`src/rtl/fpu_pkg.sv`:
```
// fpu_pkg: shared encodings and defaults for the add/sub arbiter slice
// Contents: OP_ADD/OP_SUB op encodings, DEFAULT_LATENCY of the shared core,
//   tag_t carried alongside each operation through the core pipeline.
package fpu_pkg;
   localparam logic OP_ADD          = 1'b0;
   localparam logic OP_SUB          = 1'b1;
   localparam int   DEFAULT_LATENCY = 3;
   typedef struct packed {
      logic vld;
      logic id;
   } tag_t;
endpackage

```
`src/rtl/rr_arbiter_2.sv`:
```
// rr_arbiter_2: two-way round-robin arbiter with a last-grant pointer
// Ports: clk, arst_n (async active-low); req[1:0] requests; gnt[1:0] one-hot grant.
//   Every grant is an acceptance, so the pointer moves whenever gnt is non-zero.
module rr_arbiter_2 (
   input  logic       clk,
   input  logic       arst_n,
   input  logic [1:0] req,
   output logic [1:0] gnt
);
   // last = 1 means requester 1 won most recently, so requester 0 wins a tie
   logic last;
   always_comb begin
      gnt[0] = req[0] & (~req[1] | last);
      gnt[1] = req[1] & (~req[0] | ~last);
   end
   always_ff @(posedge clk or negedge arst_n) begin
      if (!arst_n) last <= 1'b1;
      else if (|gnt) last <= gnt[1];
   end
endmodule

```
`src/rtl/fpu_addsub_arbiter.sv`:
```
// fpu_addsub_arbiter: round-robin front end sharing one pipelined add/sub core between two requesters
// Ports: clk, arst_n (async active-low reset)
//   reqN_valid/reqN_ready/reqN_a/reqN_b/reqN_op : request handshake, N = 0,1
//   core_en/core_a/core_b/core_op               : issue to the shared core
//   core_r                                      : core result, LATENCY cycles after core_en is sampled
//   rspN_valid/rspN_data                        : result returned to requester N
//   busy                                        : an operation is in flight
//   perf_cnt0/perf_cnt1                         : saturating accepted-op counters when FPU_ARB_PERF_EN
//                                                 is defined, otherwise tied to 0
module fpu_addsub_arbiter
   import fpu_pkg::*;
#(
   parameter int REG_WIDTH = 32,
   parameter int LATENCY   = DEFAULT_LATENCY
) (
   input  logic                 clk,
   input  logic                 arst_n,
   input  logic                 req0_valid,
   output logic                 req0_ready,
   input  logic [REG_WIDTH-1:0] req0_a,
   input  logic [REG_WIDTH-1:0] req0_b,
   input  logic                 req0_op,
   input  logic                 req1_valid,
   output logic                 req1_ready,
   input  logic [REG_WIDTH-1:0] req1_a,
   input  logic [REG_WIDTH-1:0] req1_b,
   input  logic                 req1_op,
   output logic                 core_en,
   output logic [REG_WIDTH-1:0] core_a,
   output logic [REG_WIDTH-1:0] core_b,
   output logic                 core_op,
   input  logic [REG_WIDTH-1:0] core_r,
   output logic                 rsp0_valid,
   output logic [REG_WIDTH-1:0] rsp0_data,
   output logic                 rsp1_valid,
   output logic [REG_WIDTH-1:0] rsp1_data,
   output logic                 busy,
   output logic [15:0]          perf_cnt0,
   output logic [15:0]          perf_cnt1
);
   logic [1:0] gnt;
   logic       en_id;
   tag_t       tag [LATENCY];
   tag_t       tag_out;
   rr_arbiter_2 u_arb (
      .clk    (clk),
      .arst_n (arst_n),
      .req    ({req1_valid, req0_valid}),
      .gnt    (gnt)
   );
   // ready must read 0 while reset is held, even with requests pending
   assign req0_ready = arst_n & gnt[0];
   assign req1_ready = arst_n & gnt[1];
   assign tag_out    = tag[LATENCY-1];
   always_ff @(posedge clk or negedge arst_n) begin
      if (!arst_n) begin
         core_en <= 1'b0;
         core_a  <= '0;
         core_b  <= '0;
         core_op <= OP_ADD;
         en_id   <= 1'b0;
      end else begin
         core_en <= |gnt;
         if (|gnt) begin
            core_a  <= gnt[1] ? req1_a  : req0_a;
            core_b  <= gnt[1] ? req1_b  : req0_b;
            core_op <= gnt[1] ? req1_op : req0_op;
            en_id   <= gnt[1];
         end
      end
   end
   // tag[0] loads from the core_en stage, so tag[LATENCY-1] is valid exactly
   // when core_r holds the matching result
   always_ff @(posedge clk or negedge arst_n) begin
      if (!arst_n) begin
         for (int i = 0; i < LATENCY; i++) tag[i] <= '0;
      end else begin
         tag[0] <= '{vld: core_en, id: en_id};
         for (int i = 1; i < LATENCY; i++) tag[i] <= tag[i-1];
      end
   end
   always_ff @(posedge clk or negedge arst_n) begin
      if (!arst_n) begin
         rsp0_valid <= 1'b0;
         rsp1_valid <= 1'b0;
         rsp0_data  <= '0;
         rsp1_data  <= '0;
      end else begin
         rsp0_valid <= tag_out.vld & ~tag_out.id;
         rsp1_valid <= tag_out.vld &  tag_out.id;
         if (tag_out.vld & ~tag_out.id) rsp0_data <= core_r;
         if (tag_out.vld &  tag_out.id) rsp1_data <= core_r;
      end
   end
   always_comb begin
      busy = core_en;
      for (int i = 0; i < LATENCY; i++) busy = busy | tag[i].vld;
   end
`ifdef FPU_ARB_PERF_EN
   always_ff @(posedge clk or negedge arst_n) begin
      if (!arst_n) begin
         perf_cnt0 <= '0;
         perf_cnt1 <= '0;
      end else begin
         if (gnt[0] && perf_cnt0 != 16'hFFFF) perf_cnt0 <= perf_cnt0 + 16'd1;
         if (gnt[1] && perf_cnt1 != 16'hFFFF) perf_cnt1 <= perf_cnt1 + 16'd1;
      end
   end
`else
   assign perf_cnt0 = '0;
   assign perf_cnt1 = '0;
`endif
endmodule
```
`config.mk`:
```
export PLATFORM = sky130hd
export DESIGN_NAME = fpu_addsub_arbiter
export DESIGN_NICKNAME = d
export VERILOG_FILES = /design/src/rtl/fpu_pkg.sv /design/src/rtl/rr_arbiter_2.sv /design/src/rtl/fpu_addsub_arbiter.sv
export SDC_FILE = /design/constraint.sdc
export NUM_CORES = 1
export LEC_CHECK = 0
export CAP_MARGIN = 20
export CELL_PAD_IN_SITES_DETAIL_PLACEMENT = 2
export CELL_PAD_IN_SITES_GLOBAL_PLACEMENT = 2
export CORE_MARGIN = 3
export CORE_UTILIZATION = 26
export CTS_CLUSTER_DIAMETER = 150
export DETAILED_ROUTE_END_ITERATION = 7
export GPL_ROUTABILITY_DRIVEN = 0
export HOLD_SLACK_MARGIN = 0.1
export PLACE_DENSITY = 0.86
export SETUP_SLACK_MARGIN = 0.02
export SYNTH_ARGS = -nofsm -noshare
export SYNTH_HDL_FRONTEND = slang
export SYNTH_SLANG_ARGS = --single-unit
export TNS_END_PERCENT = 30
```
`constraint.sdc`:
```
create_clock -name clk -period 3.6 [get_ports clk]
set_clock_uncertainty 0.05 [all_clocks]
set_input_delay 1.08 -clock clk [delete_from_list [all_inputs] [get_ports clk]]
set_output_delay 1.08 -clock clk [all_outputs]
set_load 0.03 [all_outputs]
```
## Word-level counts from Yosys, hierarchy flattened

Cells that the tools add are included.

| storage, ports and cells | value |
|---|---|
| bits in registers | 140 |
| output and inout bits | 167 |
| word-level logic and storage cells | 35 |

| cells by class | value |
|---|---|
| mux-type cells | 3 |
| reduce and logical (&&, ||, !) cells | 1 |
| bitwise operators | 15 |

Operators by type and width:

| operator | count |
|---|---|
| 32-bit 2-to-1 mux | 2 |
| 1-bit bitwise AND | 6 |
| 1-bit OR | 5 |
| 1-bit inverter | 4 |
| 2-bit OR reduction | 1 |
| 1-bit 2-to-1 mux | 1 |

## Depth between registers and ports, before layout

Gate-level depths: netlist (run 1).

| logic depth | value |
|---|---|
| depth in word-level cells | 4 |
| mapped depth | 6 |
| mapped depth without buffers | 3 |

## By module

From an unflattened synthesis (run 1), not the netlist that was laid out.

| second synthesis, totals | value |
|---|---|
| cell total of the unflattened synthesis | 475 |
| area total of the unflattened synthesis | 6129.6 um2 |

Modules (own cells, without submodules):

| module | seq. area each (um2) | area each (um2) | cells each | times used |
|---|---|---|---|---|
| fpu_addsub_arbiter | 3478.3 | 6075.8 | 469 | 1 |
| rr_arbiter_2 | 26.3 | 53.8 | 6 | 1 |

## Worst setup path before layout (run 1)

No wires, ideal clock.

| path | value |
|---|---|
| kind | input -> output |
| from | input port req0_valid |
| to | output port req0_ready |
| buffers on the path | 3 |
| data arrival time | 2.036 ns |
| path slack | 0.434 ns |
| cell stages on the path | 5 |
| data required time | 2.470 ns |
| cell sequence | buf_6 buf_4 buf_2 nand2_1 a21oi_1 |

| on the way | value |
|---|---|
| longest elaborated chain between the ends | 2 |

RTL lines:

| item | line | RTL |
|---|---|---|
| start: declaration | fpu_addsub_arbiter.sv:18 | `input logic req0_valid,` |
| 1-bit bitwise AND | rr_arbiter_2.sv:13 | `gnt[0] = req[0] & (~req[1] \| last);` |
| 1-bit bitwise AND | fpu_addsub_arbiter.sv:52 | `assign req0_ready = arst_n & gnt[0];` |
| end: declaration | fpu_addsub_arbiter.sv:19 | `output logic req0_ready,` |

Every way passes these cells.

## Final worst setup path (run 1)

| path | value |
|---|---|
| from | input port req0_valid |
| to | output port req1_ready |

| on the way | value |
|---|---|
| longest elaborated chain between the ends | 4 |

RTL lines:

| item | line | RTL |
|---|---|---|
| 1-bit inverter | rr_arbiter_2.sv:14 | `gnt[1] = req[1] & (~req[0] \| ~last);` |
| 1-bit OR | rr_arbiter_2.sv:14 |  |
| 1-bit bitwise AND | rr_arbiter_2.sv:14 |  |
| 1-bit bitwise AND | fpu_addsub_arbiter.sv:53 | `assign req1_ready = arst_n & gnt[1];` |
| end: declaration | fpu_addsub_arbiter.sv:24 | `output logic req1_ready,` |

Every way passes these cells.

==> results.yml, run 1 <==
logic_synthesis:
  netlist_instances: 555
  synth_cell_types: 26
  yosysTopAreaCell: "dfrtp_1"
  netlist_area_um2: 6770
  synthFlopType: "dfrtp_1"
  synth_top_area_frac: 0.514
  ys_ff_latch: 140
  ys_top_cells_by_area: "dfrtp_1, o22ai_2, mux2_1, a211oi_1, nor2b_1"
  async_reset_ff_frac: 1.00
  synth-edff-count: 0
  avgSynthCellArea_um2: 12.2
  ys_seq_area_frac: 0.518
  ys.warnings.count: 0
clock_tree:
  cts_buffer_depth: 2
  cts.sinks: 140
  insertion_delay_ps: 420
  cts_tree: "done"
  h-tree-depth: 4
  clkSlewWorstSetupHoldPaths_ps: 60
  cts_made_buffers: 17
  cts_hold_buf: 0
  postCtsSetupRepairBufs: 0
  root_buffer: "clkbuf_16"
  cts_resized: 0
critical_path:
  r2r_cells: 5
  crit_required_ps: 2470
  cp.arrival_ps: 2120
  reg2reg_to: "core_b[19]"
  start_kind: "primary input"
  path_class: "primary input to output port"
  cp_max_fo: 7
  ff2ff_setup_slack_ps: 1530
  r2r-start: "u_arb.last"
  crit_path_end_kind: "output port"
worst_hold_path:
  hold_depth: 0
  hold_end: "tag[2]"
  worstHoldStart: "tag[4]"
  hold_class: "flop to flop"
routing:
  wl_um: 25300
  drt_iter0_drc: 172
  wl_met1_um: 10500
  dr.pass1.iters: 4
  dr_wl_met3_um: 1890
  wl_per_cell_um: 21.4
  wl_met2_um: 12600
  final_antenna_net_count: 0
  vias_per_cell: 4.66
  vias: 5508
  drc_errors: 0
  highest_layer: "met5"
timing:
  relSlewSlack: 0.310
  rsz0062_at_grt: "false"
  fmax_ghz: 0.307
  slew_violations: 0
  finalCritPeriodShare: 0.904
  tightest_slew_ps: 1030
  setup_viol: 0
  hold_viol_final: 0
  final.min_clock_period_ps: 3250
  whs_ps: 313
  fin_setup_tns_ps: 0
layout:
  seqCellArea_um2: 3500
  num-fill-cells: 2588
  num_antenna_cells: 0
  layout-drive-gt1-share: 0.127
  fin_nets: 1006
  mostFrequentLayoutCells: "clkdlybuf4s50_1, dfrtp_1, mux2_1"
  area_growth_pct: 54.3
  final_common_cell: "clkdlybuf4s50_1"
  multi_input_area_um2: 2850
place:
  port-buffer-count: 300
  dpl.hpwl_um: 18400
global_route:
  antenna_found_initial: 1
  grt_pass1_wl_um: 38600
  gr-total-overflow: 0
  track_usage: 0.177
  first_global_vias: 6198
  grt_max_degree: 102
floorplanning:
  num_rows: 58
  core-area_um2: 25400
  die_y_um: 167
  fp.dieArea_um2: 28000
  die_w_um: 167
  ioPinCount: 333
  initial_core_util: 0.266
pwr:
  swShare: 0.360
  p_leak_uw: 0.00412
  vdd_ir_drop_max_uv: 276
  switchingPower_uw: 2000
  p_int_uw: 3550
  pwr-share-seq: 0.356
  p_per_area_nw_per_um2: 531
  clockPowerShare: 0.307
  combPwrFrac: 0.337
run_status:
  status: "finished clean"
run:
  cap_viol_max_count: 0
layout make-up:
class,instances,share of cell area
flip-flops and latches,140,0.336
multi-input cells,367,0.273
inverters,3,0.00108
clock inverters,14,0.0123
clock buffers,18,0.0411
well taps,330,0.0395
repair buffers,311,0.297
power groups by stage:
stage | clock network, uW | registers, uW | logic, uW
2_1_floorplan | 0 | 2460 | 535
5_1_grt | 1840 | 2010 | 1980
3_3_place_gp | 0 | 1970 | 1850
3_5_place_dp | 0 | 2000 | 1890
6_report | 1700 | 1980 | 1870
4_1_cts | 1780 | 1980 | 1900
Yosys cell counts, types with 4 or more instances:
cell	instances
mux2_1	64
o21ai_1	4
o22ai_2	59
nor2_1	62
dfrtp_1	139
buf_8	6
a211oi_1	62
buf_4	38
buf_2	12
nor2b_1	63
clkbuf_1	17
and3_1	4
cells by family (layout without fill, tap and decap cells):
family          after synthesis  in the layout  synth area share
buf+inv                      79            346            0.0804
simple gates                134            134             0.100
mux                          67             67             0.111
compound gates              134            134             0.190
other cells                   1             32          0.000554
flops                       140            140             0.518
how the worst max path moves through the flow:
| stage | start | endpoint | slack (ps) | depth (start not counted) |
|---|---|---|---|---|
| floorplan | req0_valid | req0_ready | 430 | 5 |
| global placement | req0_valid | req1_ready | 360 | 4 |
| detailed placement | req0_valid | req1_ready | 360 | 4 |
| CTS | req0_valid | req1_ready | 350 | 4 |
| global route | req0_valid | req0_ready | 290 | 4 |
| finish | req0_valid | req1_ready | 350 | 4 |
registers in the layout, summed over array words and instances, names as in the netlist:
name,count
core_b,32
rsp0_data,32
tag,6
core_op,1
rsp0_valid,1
core_a,32
en_id,1
core_en,1
rsp1_data,32
rsp1_valid,1
u_arb.last,1
critical path, stage by stage:
cell and delay, ps:
buf_4 150, nand2_4 70, and3_1 150, clkdlybuf4s50_1 670
per-layer routing:
| metal | vias up | GRT usage |
|---|---|---|
| li1 | 2491 | - |
| met1 | 2770 | 0.218 |
| met2 | 221 | 0.303 |
| met3 | 24 | 0.0529 |
| met4 | 2 | 0.0494 |
| met5 | - | 0 |
metrics by stage:
step | power (uW) | setup WS (ps) | std cells | cell area, um^2 | util
2_1_floorplan | 2990 | 434 | 586 | 6880 | -
3_3_place_gp | 3820 | 357 | 1151 | 9890 | 0.389
3_5_place_dp | 3900 | 357 | 1151 | 9890 | 0.389
4_1_cts | 5660 | 347 | 1183 | 10400 | 0.411
5_1_grt | 5830 | 293 | 1183 | 10400 | 0.411
6_report | 5550 | 346 | 1183 | 10400 | 0.411
(Power assumes the default switching activity.)
==> run 2, diff against run 1 <==
Settings changed: HOLD_SLACK_MARGIN 0.1 to 0.03.
==> results of run 2 <==
The final DEF is identical to that of run 1; final timing and power are the same.
==> run 3, diff against run 2 <==
Settings changed: ABC_CLOCK_PERIOD_IN_PS set to 3600, GPL_TIMING_DRIVEN set to 0.
==> run 3 against run 2 <==
  * Register-to-register slack improved by 400 ps
  * Core utilization up 1.8 points
  * Clock power is 4% higher
  * Die area is the same
  * Largest power group unchanged
  * Cell count is 5.4% higher
  * Largest cell class is now buffers
==> results.yml, run 3 (synthesized netlist as in run 1, its figures left out) <==
floorplanning:
  initial_core_util: 0.266
  fp.dieArea_um2: 28000
  num_rows: 58
  core-area_um2: 25400
  die_y_um: 167
  ioPinCount: 333
  die_w_um: 167
critical_path:
  r2r_cells: 5
  cp-endpoint: "req1_ready"
  cp.arrival_ps: 2390
  crit_required_ps: 2470
  path_class: "primary input to output port"
  cp_max_fo: 10
  startpoint: "req0_valid"
  start_kind: "primary input"
  ff2ff_setup_slack_ps: 1930
  r2r-start: "u_arb.last"
  reg2reg_to: "core_b[11]"
  crit_path_end_kind: "output port"
layout:
  final_common_cell: "clkdlybuf4s50_1"
  area_growth_pct: 61.1
  fin_cells: 1247
  final_area_um2: 10900
  fin_nets: 1070
  num_antenna_cells: 0
  layout-drive-gt1-share: 0.169
  mostFrequentLayoutCells: "clkdlybuf4s50_1, dfrtp_1, mux2_1"
pwr:
  vdd_ir_drop_max_uv: 301
  p_total_uw: 5700
  p_leak_uw: 0.00441
  p_per_area_nw_per_um2: 523
clock_tree:
  root_buffer: "clkbuf_16"
  cts.sinks: 140
  postCtsSetupRepairBufs: 0
  clkSlewWorstSetupHoldPaths_ps: 70
  cts_made_buffers: 17
  h-tree-depth: 4
  insertion_delay_ps: 420
  cts_tree: "done"
  cts_buffer_depth: 2
  cts_hold_buf: 0
place:
  dpl_cell_area_um2: 10300
  dpl.hpwl_um: 21300
  port-buffer-count: 298
  dp.cells: 1215
global_route:
  grt_pass1_wl_um: 42900
  first_global_vias: 6772
  grt_max_degree: 92
  gr-total-overflow: 0
  track_usage: 0.199
  antenna_found_initial: 1
timing:
  rsz0062_at_grt: "true"
  hold_viol_final: 0
  whs_ps: 328
  relSlewSlack: 0.534
  finalCritPeriodShare: 0.979
  setup_viol: 0
  fin_setup_tns_ps: 0
  slew_violations: 0
  fmax_ghz: 0.284
  final.min_clock_period_ps: 3520
  tightest_slew_ps: 698
routing:
  final_antenna_net_count: 0
  dr.pass1.iters: 4
  drc_errors: 0
  wl_um: 28200
  wl_per_cell_um: 22.6
  drt_iter0_drc: 163
  vias_per_cell: 4.65
  vias: 5802
run_status:
  status: "finished clean"
worst_hold_path:
  hold_class: "flop to flop"
  hold_depth: 0
run:
  cap_viol_max_count: 0
## run 3: changes by cell type in the layout (fill, tap and decap cells not counted), sizes merged
cell | previous run | this run
inv | 9 | 13
buf | 14 | 61
clkdlybuf4s50 | 297 | 296
clkdlybuf4s15 | 0 | 1
clkinvlp | 3 | 1
clkinv | 5 | 3
clkbuf | 18 | 35
## run 3: area by class of cell
class / count / area, um^2
Buffer: 76 / 534
Clock buffer: 18 / 439
Clock inverter: 14 / 146
Fill cell: 2653 / 14500
Inverter: 3 / 11.3
Multi-Input combinational cell: 367 / 2830
Sequential cell: 140 / 3500
Tap cell: 330 / 413
Timing Repair Buffer: 299 / 3020
## run 3: worst min-delay path by stage
| stage | from | to | slack (ps) |
|---|---|---|---|
| 6_report | tag[3] | tag[1] | 330 |
| 5_1_grt | tag[4] | tag[2] | 330 |
| 4_1_cts | tag[4] | tag[2] | 320 |
| 3_5_place_dp | tag[4] | tag[2] | 310 |
| 3_3_place_gp | tag[4] | tag[2] | 290 |
| 2_1_floorplan | tag[2] | tag[0] | 280 |
## run 3: critical path, stage by stage
cell and delay (ps):
buf_6 130, nand2_2 120, buf_4 210, and3_1 180, clkdlybuf4s50_1 670
## run 3: what timing repair did
action                                 4_1_cts  5_1_grt
endpoints found under the hold margin        0        0
gates resized for setup                      3        1
pin swaps                                    0        0
gates cloned                                 0        0
setup endpoints to repair                    2        2
## run 3: routing by layer
layer	global-route usage	wire length, um	up-vias
met2	0.358	14500	216
met1	0.234	11300	2942
li1	-	-	2621
met5	0	13	-
met4	0.0409	324	2
met3	0.0644	1980	21
## run 3: through the flow
stage / utilization / worst slack, ps
finish: 0.429 / 75.5
global route: 0.429 / 6.96
CTS: 0.429 / 45.6
detailed placement: 0.406 / -169
global placement: 0.405 / -5530
floorplan: - / 434
## run 3: power breakdown
group,internal (uW),switching (uW)
sequential,1820,149
combinational,867,1100
clock,946,815
total,3640,2070
